### src/rtl/sw_score_collector_pkg.sv
// ============================================================================
// Module  : sw_score_collector_pkg
// Purpose : Shared types and constants for the Smith-Waterman score
//           collector: FSM state encoding and the default sequence-ID width.
// Ports   : none (package)
// Revision: 1.0 - initial release
// ============================================================================
`default_nettype none

// Score width is normally provided globally by the core's defines; this
// fallback keeps the block self-contained when compiled on its own.
`ifndef V_E_F_Bit
`define V_E_F_Bit 12
`endif

package sw_score_collector_pkg;

  localparam int SW_ID_WIDTH = 16;

  typedef enum logic [2:0] {
    ST_IDLE    = 3'd0,
    ST_INIT    = 3'd1,
    ST_RUN     = 3'd2,
    ST_DRAIN   = 3'd3,
    ST_CAPTURE = 3'd4
  } sw_state_e;

endpackage

`default_nettype wire

### src/rtl/sw_result_fifo.sv
// ============================================================================
// Module  : sw_result_fifo
// Purpose : Small synchronous FIFO holding {score, id} results. The head
//           entry is presented combinationally and reads as zero when empty.
// Ports   : clk, rst_n        - clock, async active-low reset
//           push, push_data   - write request and data
//           pop               - remove head entry
//           head_data         - current head (0 when empty)
//           count, full, empty- occupancy status
// Revision: 1.0 - initial release
// ============================================================================
`default_nettype none

module sw_result_fifo #(
  parameter int WIDTH = 28,
  parameter int DEPTH = 4
) (
  input  logic                       clk,
  input  logic                       rst_n,
  input  logic                       push,
  input  logic [WIDTH-1:0]           push_data,
  input  logic                       pop,
  output logic [WIDTH-1:0]           head_data,
  output logic [$clog2(DEPTH):0]     count,
  output logic                       full,
  output logic                       empty
);

  localparam int PW = $clog2(DEPTH);
  localparam int CW = PW + 1;

  logic [WIDTH-1:0] mem_q [DEPTH];
  logic [PW-1:0]    wr_ptr_q, wr_ptr_d;
  logic [PW-1:0]    rd_ptr_q, rd_ptr_d;
  logic [CW-1:0]    count_q,  count_d;
  logic             do_push, do_pop;

  assign empty = (count_q == '0);
  assign full  = (count_q == CW'(DEPTH));
  assign count = count_q;

  assign do_pop  = pop & ~empty;
  // A push into a full FIFO is still legal when the head leaves this cycle:
  // the write lands in the slot being vacated.
  assign do_push = push & (~full | do_pop);

  assign head_data = empty ? '0 : mem_q[rd_ptr_q];

  always_comb begin
    wr_ptr_d = wr_ptr_q;
    rd_ptr_d = rd_ptr_q;
    count_d  = count_q;
    // DEPTH is a power of two, so pointer overflow is the modulo wrap.
    if (do_push) wr_ptr_d = wr_ptr_q + PW'(1);
    if (do_pop)  rd_ptr_d = rd_ptr_q + PW'(1);
    case ({do_push, do_pop})
      2'b10:   count_d = count_q + CW'(1);
      2'b01:   count_d = count_q - CW'(1);
      default: count_d = count_q;
    endcase
  end

  always_ff @(posedge clk or negedge rst_n) begin
    if (!rst_n) begin
      wr_ptr_q <= '0;
      rd_ptr_q <= '0;
      count_q  <= '0;
      for (int i = 0; i < DEPTH; i++) mem_q[i] <= '0;
    end else begin
      wr_ptr_q <= wr_ptr_d;
      rd_ptr_q <= rd_ptr_d;
      count_q  <= count_d;
      if (do_push) mem_q[wr_ptr_q] <= push_data;
    end
  end

endmodule

`default_nettype wire

### src/rtl/sw_score_collector.sv
// ============================================================================
// Module  : sw_score_collector
// Purpose : Sequences one alignment pass around the max-reduction tree:
//           pulses max_init, waits for the last PE column plus the tree
//           drain, captures the clamped pass max with its ID into a result
//           FIFO, and tracks the global best (score, ID) across passes.
// Ports   : pass_start/pass_id/start_ready - pass request handshake
//           pass_done, max_result          - tree inputs
//           max_init, busy                 - tree clear, pass in flight
//           out_valid/out_ready/out_score/out_id - result FIFO head
//           best_score, best_id, clear_best - global best tracking
// Revision: 1.0 - initial release
// ============================================================================
`default_nettype none

module sw_score_collector
  import sw_score_collector_pkg::*;
#(
  parameter int DATA_WIDTH   = `V_E_F_Bit,
  parameter int ID_WIDTH     = SW_ID_WIDTH,
  parameter int FIFO_DEPTH   = 4,
  parameter int DRAIN_CYCLES = 2
) (
  input  logic                  clk,
  input  logic                  rst_n,
  input  logic                  pass_start,
  input  logic [ID_WIDTH-1:0]   pass_id,
  output logic                  start_ready,
  input  logic                  pass_done,
  input  logic [DATA_WIDTH-1:0] max_result,
  output logic                  max_init,
  output logic                  busy,
  output logic                  out_valid,
  input  logic                  out_ready,
  output logic [DATA_WIDTH-1:0] out_score,
  output logic [ID_WIDTH-1:0]   out_id,
  output logic [DATA_WIDTH-1:0] best_score,
  output logic [ID_WIDTH-1:0]   best_id,
  input  logic                  clear_best
);

  localparam int DCW = (DRAIN_CYCLES > 1) ? $clog2(DRAIN_CYCLES) : 1;
  // DRAIN holds for DRAIN_CYCLES-1 cycles, counting 0 .. DRAIN_CYCLES-2.
  localparam logic [DCW-1:0] C_DRAIN_LAST =
    DCW'((DRAIN_CYCLES > 1) ? (DRAIN_CYCLES - 2) : 0);
  localparam int FW = DATA_WIDTH + ID_WIDTH;
  localparam int CW = $clog2(FIFO_DEPTH) + 1;

  sw_state_e             state_q, state_d;
  logic [ID_WIDTH-1:0]   id_q, id_d;
  logic [DCW-1:0]        drain_cnt_q, drain_cnt_d;
  logic                  max_init_q, max_init_d;
  logic                  busy_q, busy_d;
  logic [DATA_WIDTH-1:0] best_score_q, best_score_d;
  logic [ID_WIDTH-1:0]   best_id_q, best_id_d;

  logic [DATA_WIDTH-1:0] cap_score;
  logic                  capture;
  logic                  fifo_full, fifo_empty;
  logic [CW-1:0]         fifo_count;
  logic [FW-1:0]         fifo_head;

  // A negative tree result means no positive local alignment was found.
  assign cap_score   = max_result[DATA_WIDTH-1] ? '0 : max_result;
  assign capture     = (state_q == ST_CAPTURE);
  assign start_ready = (state_q == ST_IDLE) && (fifo_count < CW'(FIFO_DEPTH));

  always_comb begin
    state_d     = state_q;
    id_d        = id_q;
    drain_cnt_d = drain_cnt_q;
    unique case (state_q)
      ST_IDLE: begin
        if (pass_start && start_ready) begin
          id_d    = pass_id;
          state_d = ST_INIT;
        end
      end
      ST_INIT: state_d = ST_RUN;
      ST_RUN: begin
        if (pass_done) begin
          drain_cnt_d = '0;
          state_d     = (DRAIN_CYCLES == 1) ? ST_CAPTURE : ST_DRAIN;
        end
      end
      ST_DRAIN: begin
        if (drain_cnt_q == C_DRAIN_LAST) state_d = ST_CAPTURE;
        else                             drain_cnt_d = drain_cnt_q + DCW'(1);
      end
      ST_CAPTURE: state_d = ST_IDLE;
      default:    state_d = ST_IDLE;
    endcase
    // Outputs are registered against the next state so they align with it.
    max_init_d = (state_d == ST_INIT);
    busy_d     = (state_d != ST_IDLE);
  end

  always_comb begin
    best_score_d = best_score_q;
    best_id_d    = best_id_q;
    if (clear_best) begin
      best_score_d = '0;
      best_id_d    = '0;
    end else if (capture && (cap_score > best_score_q)) begin
      // Strictly greater: ties keep the earlier pass's ID.
      best_score_d = cap_score;
      best_id_d    = id_q;
    end
  end

  always_ff @(posedge clk or negedge rst_n) begin
    if (!rst_n) begin
      state_q      <= ST_IDLE;
      id_q         <= '0;
      drain_cnt_q  <= '0;
      max_init_q   <= 1'b0;
      busy_q       <= 1'b0;
      best_score_q <= '0;
      best_id_q    <= '0;
    end else begin
      state_q      <= state_d;
      id_q         <= id_d;
      drain_cnt_q  <= drain_cnt_d;
      max_init_q   <= max_init_d;
      busy_q       <= busy_d;
      best_score_q <= best_score_d;
      best_id_q    <= best_id_d;
    end
  end

  // Admission guarantees a free slot at capture; the full gate is defensive.
  sw_result_fifo #(
    .WIDTH (FW),
    .DEPTH (FIFO_DEPTH)
  ) u_fifo (
    .clk       (clk),
    .rst_n     (rst_n),
    .push      (capture & ~fifo_full),
    .push_data ({cap_score, id_q}),
    .pop       (out_valid & out_ready),
    .head_data (fifo_head),
    .count     (fifo_count),
    .full      (fifo_full),
    .empty     (fifo_empty)
  );

  assign out_valid  = ~fifo_empty;
  assign out_score  = fifo_head[FW-1:ID_WIDTH];
  assign out_id     = fifo_head[ID_WIDTH-1:0];
  assign max_init   = max_init_q;
  assign busy       = busy_q;
  assign best_score = best_score_q;
  assign best_id    = best_id_q;

endmodule

`default_nettype wire

### config.mk
export PLATFORM = sky130hd
export DESIGN_NAME = sw_score_collector
export DESIGN_NICKNAME = d
export VERILOG_FILES = /design/src/rtl/sw_score_collector_pkg.sv /design/src/rtl/sw_result_fifo.sv /design/src/rtl/sw_score_collector.sv
export SDC_FILE = /design/constraint.sdc
export NUM_CORES = 1
export LEC_CHECK = 0
export BUFFER_PORTS_ARGS = -buffer_cell sky130_fd_sc_hd__buf_4
export CAP_MARGIN = 10
export CORE_ASPECT_RATIO = 0.5
export CORE_MARGIN = 3
export CORE_UTILIZATION = 42
export DETAILED_ROUTE_END_ITERATION = 8
export GPL_TIMING_DRIVEN = 1
export PLACE_DENSITY = 0.61
export SYNTH_ARGS = -nofsm -noshare
export SYNTH_HDL_FRONTEND = slang
export SYNTH_SLANG_ARGS = --single-unit
### constraint.sdc
create_clock -name clk -period 5.35 [get_ports clk]
set_clock_uncertainty 0.2 [all_clocks]
set_input_delay 0.535 -clock clk [delete_from_list [all_inputs] [get_ports clk]]
set_output_delay 0.535 -clock clk [all_outputs]
set_load 0.01 [all_outputs]
==> Word level (Yosys, flattened, before mapping) <==
Index checks and enable logic that the tools add are counted.
{ "totals": {"regBits": 169, "latchBits": 0, "ram_bits": 0, "mem_bits_ro": 0, "input_bits": 34, "output_inout_bits": 60, "elab_cells": 74, "mem_count": 0} }
{ "classes": {"add_sub_neg": 5, "multipliers": 0, "n_div": 0, "magnitude_cmp": 5, "eq_ne": 9, "shift": 0, "n_mux": 20, "n_bitwise": 9, "n_reduce_logical": 12} }
{ "op_table": {"columns": ["op", "n"], "rows": [
  ["bitwise mux 112 bit", 1],
  ["two-way mux 28 bit", 4],
  ["binary-select mux 28 bit (select 2 bit)", 1],
  ["demux 28 bit (select 2 bit)", 1],
  ["two-way mux 16 bit", 2],
  ["two-way mux 12 bit", 2],
  ["> comparator 11 x 12 -> 1 bit", 1],
  ["one-hot mux 3 bit (4 select lines)", 1],
  ["two-way mux 11 bit", 1],
  ["two-way mux 3 bit", 3],
  ["== test 3 x 1 -> 1 bit (second input constant)", 2],
  ["== test 3 x 2 -> 1 bit (second input constant)", 2],
  ["== test 3 bit (second input constant)", 2],
  ["greater-or-equal comparator 3 bit (second input constant)", 2],
  ["zero test 3 bit", 2],
  ["inverter 2 -> 3 bit", 2],
  ["one-hot mux 3 bit (2 select lines)", 1],
  ["nonzero test 2 bit", 3],
  ["adder 2 x 1 -> 2 bit (second input constant)", 2],
  ["bitwise AND 1 bit", 4],
  ["logical AND 1 bit", 4],
  ["AND reduction 2 bit", 2],
  ["adder 3 x 1 -> 3 bit (second input constant)", 1],
  ["< comparator 3 x 1 -> 1 bit (second input constant)", 1],
  ["11 further kinds", 13]
]} }

==> Depth between registers and ports, before layout <==
{ "logic_depth": {"ltp_word": 8, "mapped_depth": 11, "mapped_depth_nobuf": 9} }

==> Cells and area by module <==
Synthesis repeated with hierarchy kept, for this count alone.
{ "hier_totals": {"hier_cells": 606, "area_unflattened_um2": 8107.8} }
{ "modules_own_cells": {"columns": ["module", "n_inst", "cells_each", "area_per_inst_um2", "seq_area_each_um2"], "rows": [
  ["sw_result_fifo", 1, 339, 5449.0, 2977.9],
  ["sw_score_collector", 1, 267, 2658.8, 1201.2]
]} }

==> Worst setup path before layout <==
No wires, ideal clock.
{ "synth_timing": {"kind": "input to register", "startpoint": "input max_result[11]", "endpoint": "register best_id_q[0] (netlist: best_id[0])", "setup_time_ns": 0.104, "arrival_time_ns": 2.423, "required_time_ns": 5.046, "path_slack_ns": 2.623, "stages": 10, "path_buffers": 2, "cell_sequence": "clkbuf_1 nand2b_1 inv_1 ha_1 or3b_2 a22oi_1 o31a_1 clkbuf_2 o311ai_1 o311ai_1"} }
{ "synth_between": {"elab_chain_cells": 4} }
{ "synth_lines": {"columns": ["element", "line_no", "rtl"], "rows": [
  ["start: declaration", "sw_score_collector.sv:30", "input logic [DATA_WIDTH-1:0] max_result,"],
  ["two-way mux 11 bit", "sw_score_collector.sv:64", "assign cap_score = max_result[DATA_WIDTH-1] ? '0 : max_result;"],
  ["via cap_score[4]", "sw_score_collector.sv:57", "logic [DATA_WIDTH-1:0] cap_score;"],
  ["> comparator 11 x 12 -> 1 bit", "sw_score_collector.sv:104", "end else if (capture && (cap_score > best_score_q)) begin"],
  ["logical AND 1 bit", "sw_score_collector.sv:104", null],
  ["nonzero test 2 bit (no line)", null, null],
  ["end signal: assignment", "sw_score_collector.sv:127", "best_id_q <= best_id_d;"],
  ["end: declaration", "sw_score_collector.sv:55", "logic [ID_WIDTH-1:0] best_id_q, best_id_d;"]
]} }
The timed path passes the listed nets, and every way through them passes these cells.
A chain may end at the register's enable or synchronous reset.

==> Final worst setup path <==
{ "layout_timing": {"startpoint": "register u_fifo.rd_ptr_q[0]", "endpoint": "output out_id[14]"} }
{ "layout_between": {"elab_chain_cells": 5} }
{ "layout_lines": {"columns": ["element", "line_no", "rtl"], "rows": [
  ["start: declaration", "sw_result_fifo.sv:34", "logic [PW-1:0] rd_ptr_q, rd_ptr_d;"],
  ["start signal: assignment", "sw_result_fifo.sv:71", "rd_ptr_q <= rd_ptr_d;"],
  ["inverter 2 -> 3 bit (not written as such)", "sw_result_fifo.sv:47", "assign head_data = empty ? '0 : mem_q[rd_ptr_q];"],
  ["binary-select mux 28 bit (select 2 bit)", "sw_result_fifo.sv:47", null],
  ["two-way mux 28 bit (not written as such) (2 in a row)", "sw_result_fifo.sv:47", null],
  ["two-way mux 28 bit", "sw_result_fifo.sv:47", null],
  ["end: declaration", "sw_score_collector.sv:36", "output logic [ID_WIDTH-1:0] out_id,"]
]} }
No other way between the ends. The select of a mux whose other input is x is not followed.

==> run summary <==
data required time of the worst path = 4.62 ns
type of the most critical hold path = in2reg
Clock Root Buffer = sky130_fd_sc_hd__clkbuf_16
crit path capture type = output port
RSZ-0062 raised after global routing = no
total count of hold-check failures in the final report = 0
level count of the clock H-tree = 4
clk sink count = 163
remaining routing DRC violations = 0
Skew-Pair Late Insertion Delay = 0.42 ns
max-capacitance violation count = 0
placed insts = 1005
Ys Warns = 0
ant diodes = 0
Max stage delay cell, worst path = sky130_fd_sc_hd__dfrtp_2
CP Buf/Inv Count = 1
Final Wtd Congestion = 0.7669
DR WL/cell = 19.07 um
data arrival time of the critical path = 2.47 ns
TritonCTS clock tree = yes
non-filler cells in the finished layout = 1038
cell with the most instances after synthesis = sky130_fd_sc_hd__dfrtp_1
netlist area before placement = 8153 um2
Top Ports = 94
Die Footprint = 21220 um2
start-to-end type of the worst setup path = reg2out
Port Buf Inserts = 91
worst min-delay path endpoint = id_q[0]
routed wire length = 19.80 mm
all-layer global routing usage = 0.1934
relative max-transition margin = 0.1983
cell type with the largest total area after synthesis = sky130_fd_sc_hd__dfrtp_1
total negative slack = 0 ns
cts bufs inserted = 17
buffer levels on the longest clock path = 2
prevailing post-synth register cell = sky130_fd_sc_hd__dfrtp_1
die height = 104.5 um
final design utilization = 0.5109
GR Overflow Total = 0
time the final worst path needs with I/O delays and setup = 3.206 ns
CP top delay family = flip-flops
highest ir drop seen on vdd = 0.1850 mV
proportion of synthesized flip-flops having asynchronous set or reset = 1.000
Seq/Total Area, Yosys = 0.5003
floorplan row count = 35
via count of the first global-routing pass = 5809
Resized Gates After CTS = 0
violation count after the first detailed-routing iteration = 427
layout cells sized above 1 = 0.3158
setup slack of the worst register-to-register path = 2.28 ns
area fraction of the dominant cell type after synthesis = 0.5003
synthesized flop and latch total = 163
standby leakage power = 4.410 nW
antenna violations before repair = 0
Syn Inst Count = 704
final cycle utilization of the critical path = 0.5992
vias after detailed routing = 5710
count of TritonRoute iterations in the first routing pass = 5
maximum fanout along the worst path = 29
reg2reg path depth = 7
worst hold slack = 0.1381 ns
startpoint of the most critical hold path = pass_id[0]
FF-to-FF End = best_id[15]
distinct cell type count of the synthesized netlist = 47
cells taking the most area after synthesis = sky130_fd_sc_hd__dfrtp_1, sky130_fd_sc_hd__mux2_2, sky130_fd_sc_hd__mux4_2, sky130_fd_sc_hd__o311ai_1, sky130_fd_sc_hd__o21ai_0
routed via count divided by cell count = 5.501
Post-synth EDFFs = 0
initial cell density of the core = 0.4360
Largest stage delay, worst path = 1.07 ns
Power per Cell Area = 520.3 nW/um2
mean cell area of the mapped netlist = 11.58 um2
worst hold path cell count = 2
kind of start point of the critical path = register
clk slew on worst S/H paths = 0.07 ns
core region area = 18700 um2
horizontal extent of the die = 203.0 um
cell breakdown of the critical path = mux4_2, and2_1, buf_4
final net count = 815
area grow syn2layout = 17.19%
setup violation total in the final timing report = 0
remaining number of nets flagged by the antenna check after routing = 0
result of the run = finished, final reports clean
fmax = 312.0 MHz
pin count of the biggest net entering global routing = 82
transition time of the tightest slew-check pin = 1.203 ns
reg-to-reg critical path startpoint = best_score[4]
number of slew-limit violations in the final report = 0
Final HPWL DP = 12.47 mm
top cells by instance count after synthesis = sky130_fd_sc_hd__dfrtp_1, sky130_fd_sc_hd__mux2_2, sky130_fd_sc_hd__nand2_1
global-route wire length before repair = 32.53 mm
-- worst max path at each step --
stage,from,end,slack (ns),depth (start not counted)
final,u_fifo.rd_ptr_q[0],out_id[14],2.14,3
after floorplan,max_result[11],best_id[0],2.62,10
after CTS,u_fifo.rd_ptr_q[0],out_id[14],2.06,3
after global placement,max_result[11],best_score[0],1.88,9
after global routing,max_result[11],best_id[15],1.94,9
after detailed placement,max_result[11],best_id[15],1.76,9
-- through the flow --
| stage | instance area (um2) | power [W] | setup slack [ns] |
|---|---|---|---|
| final | 9554 | 0.004971 | 2.144 |
| after global routing | 9554 | 0.005292 | 1.939 |
| after CTS | 9554 | 0.005035 | 2.062 |
| after detailed placement | 8942 | 0.003773 | 1.755 |
| after global placement | 8942 | 0.003711 | 1.880 |
| after floorplan | 8157 | 0.003093 | 2.623 |
-- kinds of logic after synthesis --
logic type      count (synthesis)  share of synthesized area
simple gates                  190                     0.1174
compound gates                120                     0.1090
buf+inv                       100                    0.05525
fa+ha+maj                      15                    0.02394
flops                         163                     0.5003
mux                           107                     0.1851
xor+xnor                        8                   0.008593
other cells                     1                  0.0004600
-- layout by cell type, fill, tap and decap left out, types with 3 or more instances in the layout --
cell / count
sky130_fd_sc_hd__xnor2_1: 4
sky130_fd_sc_hd__o21ai_0: 46
sky130_fd_sc_hd__nor2_1: 43
sky130_fd_sc_hd__and2_1: 28
sky130_fd_sc_hd__inv_1: 44
sky130_fd_sc_hd__a21oi_1: 4
sky130_fd_sc_hd__mux4_2: 27
sky130_fd_sc_hd__a21o_1: 3
sky130_fd_sc_hd__inv_6: 5
sky130_fd_sc_hd__nand2_2: 4
sky130_fd_sc_hd__buf_4: 96
sky130_fd_sc_hd__xor2_1: 4
sky130_fd_sc_hd__nand2_1: 50
sky130_fd_sc_hd__clkbuf_16: 17
sky130_fd_sc_hd__o311ai_0: 11
sky130_fd_sc_hd__o311ai_1: 43
sky130_fd_sc_hd__nand4_1: 27
sky130_fd_sc_hd__clkinv_4: 3
sky130_fd_sc_hd__mux2_2: 80
sky130_fd_sc_hd__ha_1: 14
sky130_fd_sc_hd__nor2b_1: 17
sky130_fd_sc_hd__dfrtp_1: 162
sky130_fd_sc_hd__nand2b_1: 12
-- state kept, by name (all words and copies together), names as in the netlist --
name	count
id_q	16
u_fifo.count	3
u_fifo.mem_q	108
u_fifo.wr_ptr_q	2
busy	1
u_fifo.rd_ptr_q	2
best_score	11
state_q	3
max_init	1
best_id	16
-- layout make-up --
cell class / instances / area, um2
clock buffer: 20 / 456.7
clock inverter: 12 / 145.1
fill: 1688 / 9145
inverter: 44 / 165.2
multi-input combinational: 442 / 3641
sequential: 163 / 4080
tap: 259 / 324.1
timing repair buffer: 98 / 742.0
-- what timing repair did --
| action | in CTS | in global routing |
|---|---|---|
| endpoints found under the setup margin | 0 | 0 |
| hold buffers | 1 | 0 |
| setup buffers | 0 | 0 |
| hold endpoints to repair | 69 | 0 |
-- metal layers --
| layer | wire length (um) | track usage | up-vias |
|---|---|---|---|
| met5 | 0 | 0 | - |
| met4 | 228 | 0.04465 | 0 |
| met3 | 828 | 0.03689 | 18 |
| met2 | 9380 | 0.3043 | 128 |
| met1 | 9362 | 0.2793 | 2901 |
| li1 | - | - | 2663 |
-- where the power goes --
part,total [W],internal [W],leakage [nW],switching (W)
Clock,0.00125,0.000723,0.289,0.000531
Combinational,0.00167,0.000929,2.10,0.000744
Sequential,0.00204,0.00166,2.02,0.000387
Note: power is estimated with default switching activity, not from simulation.
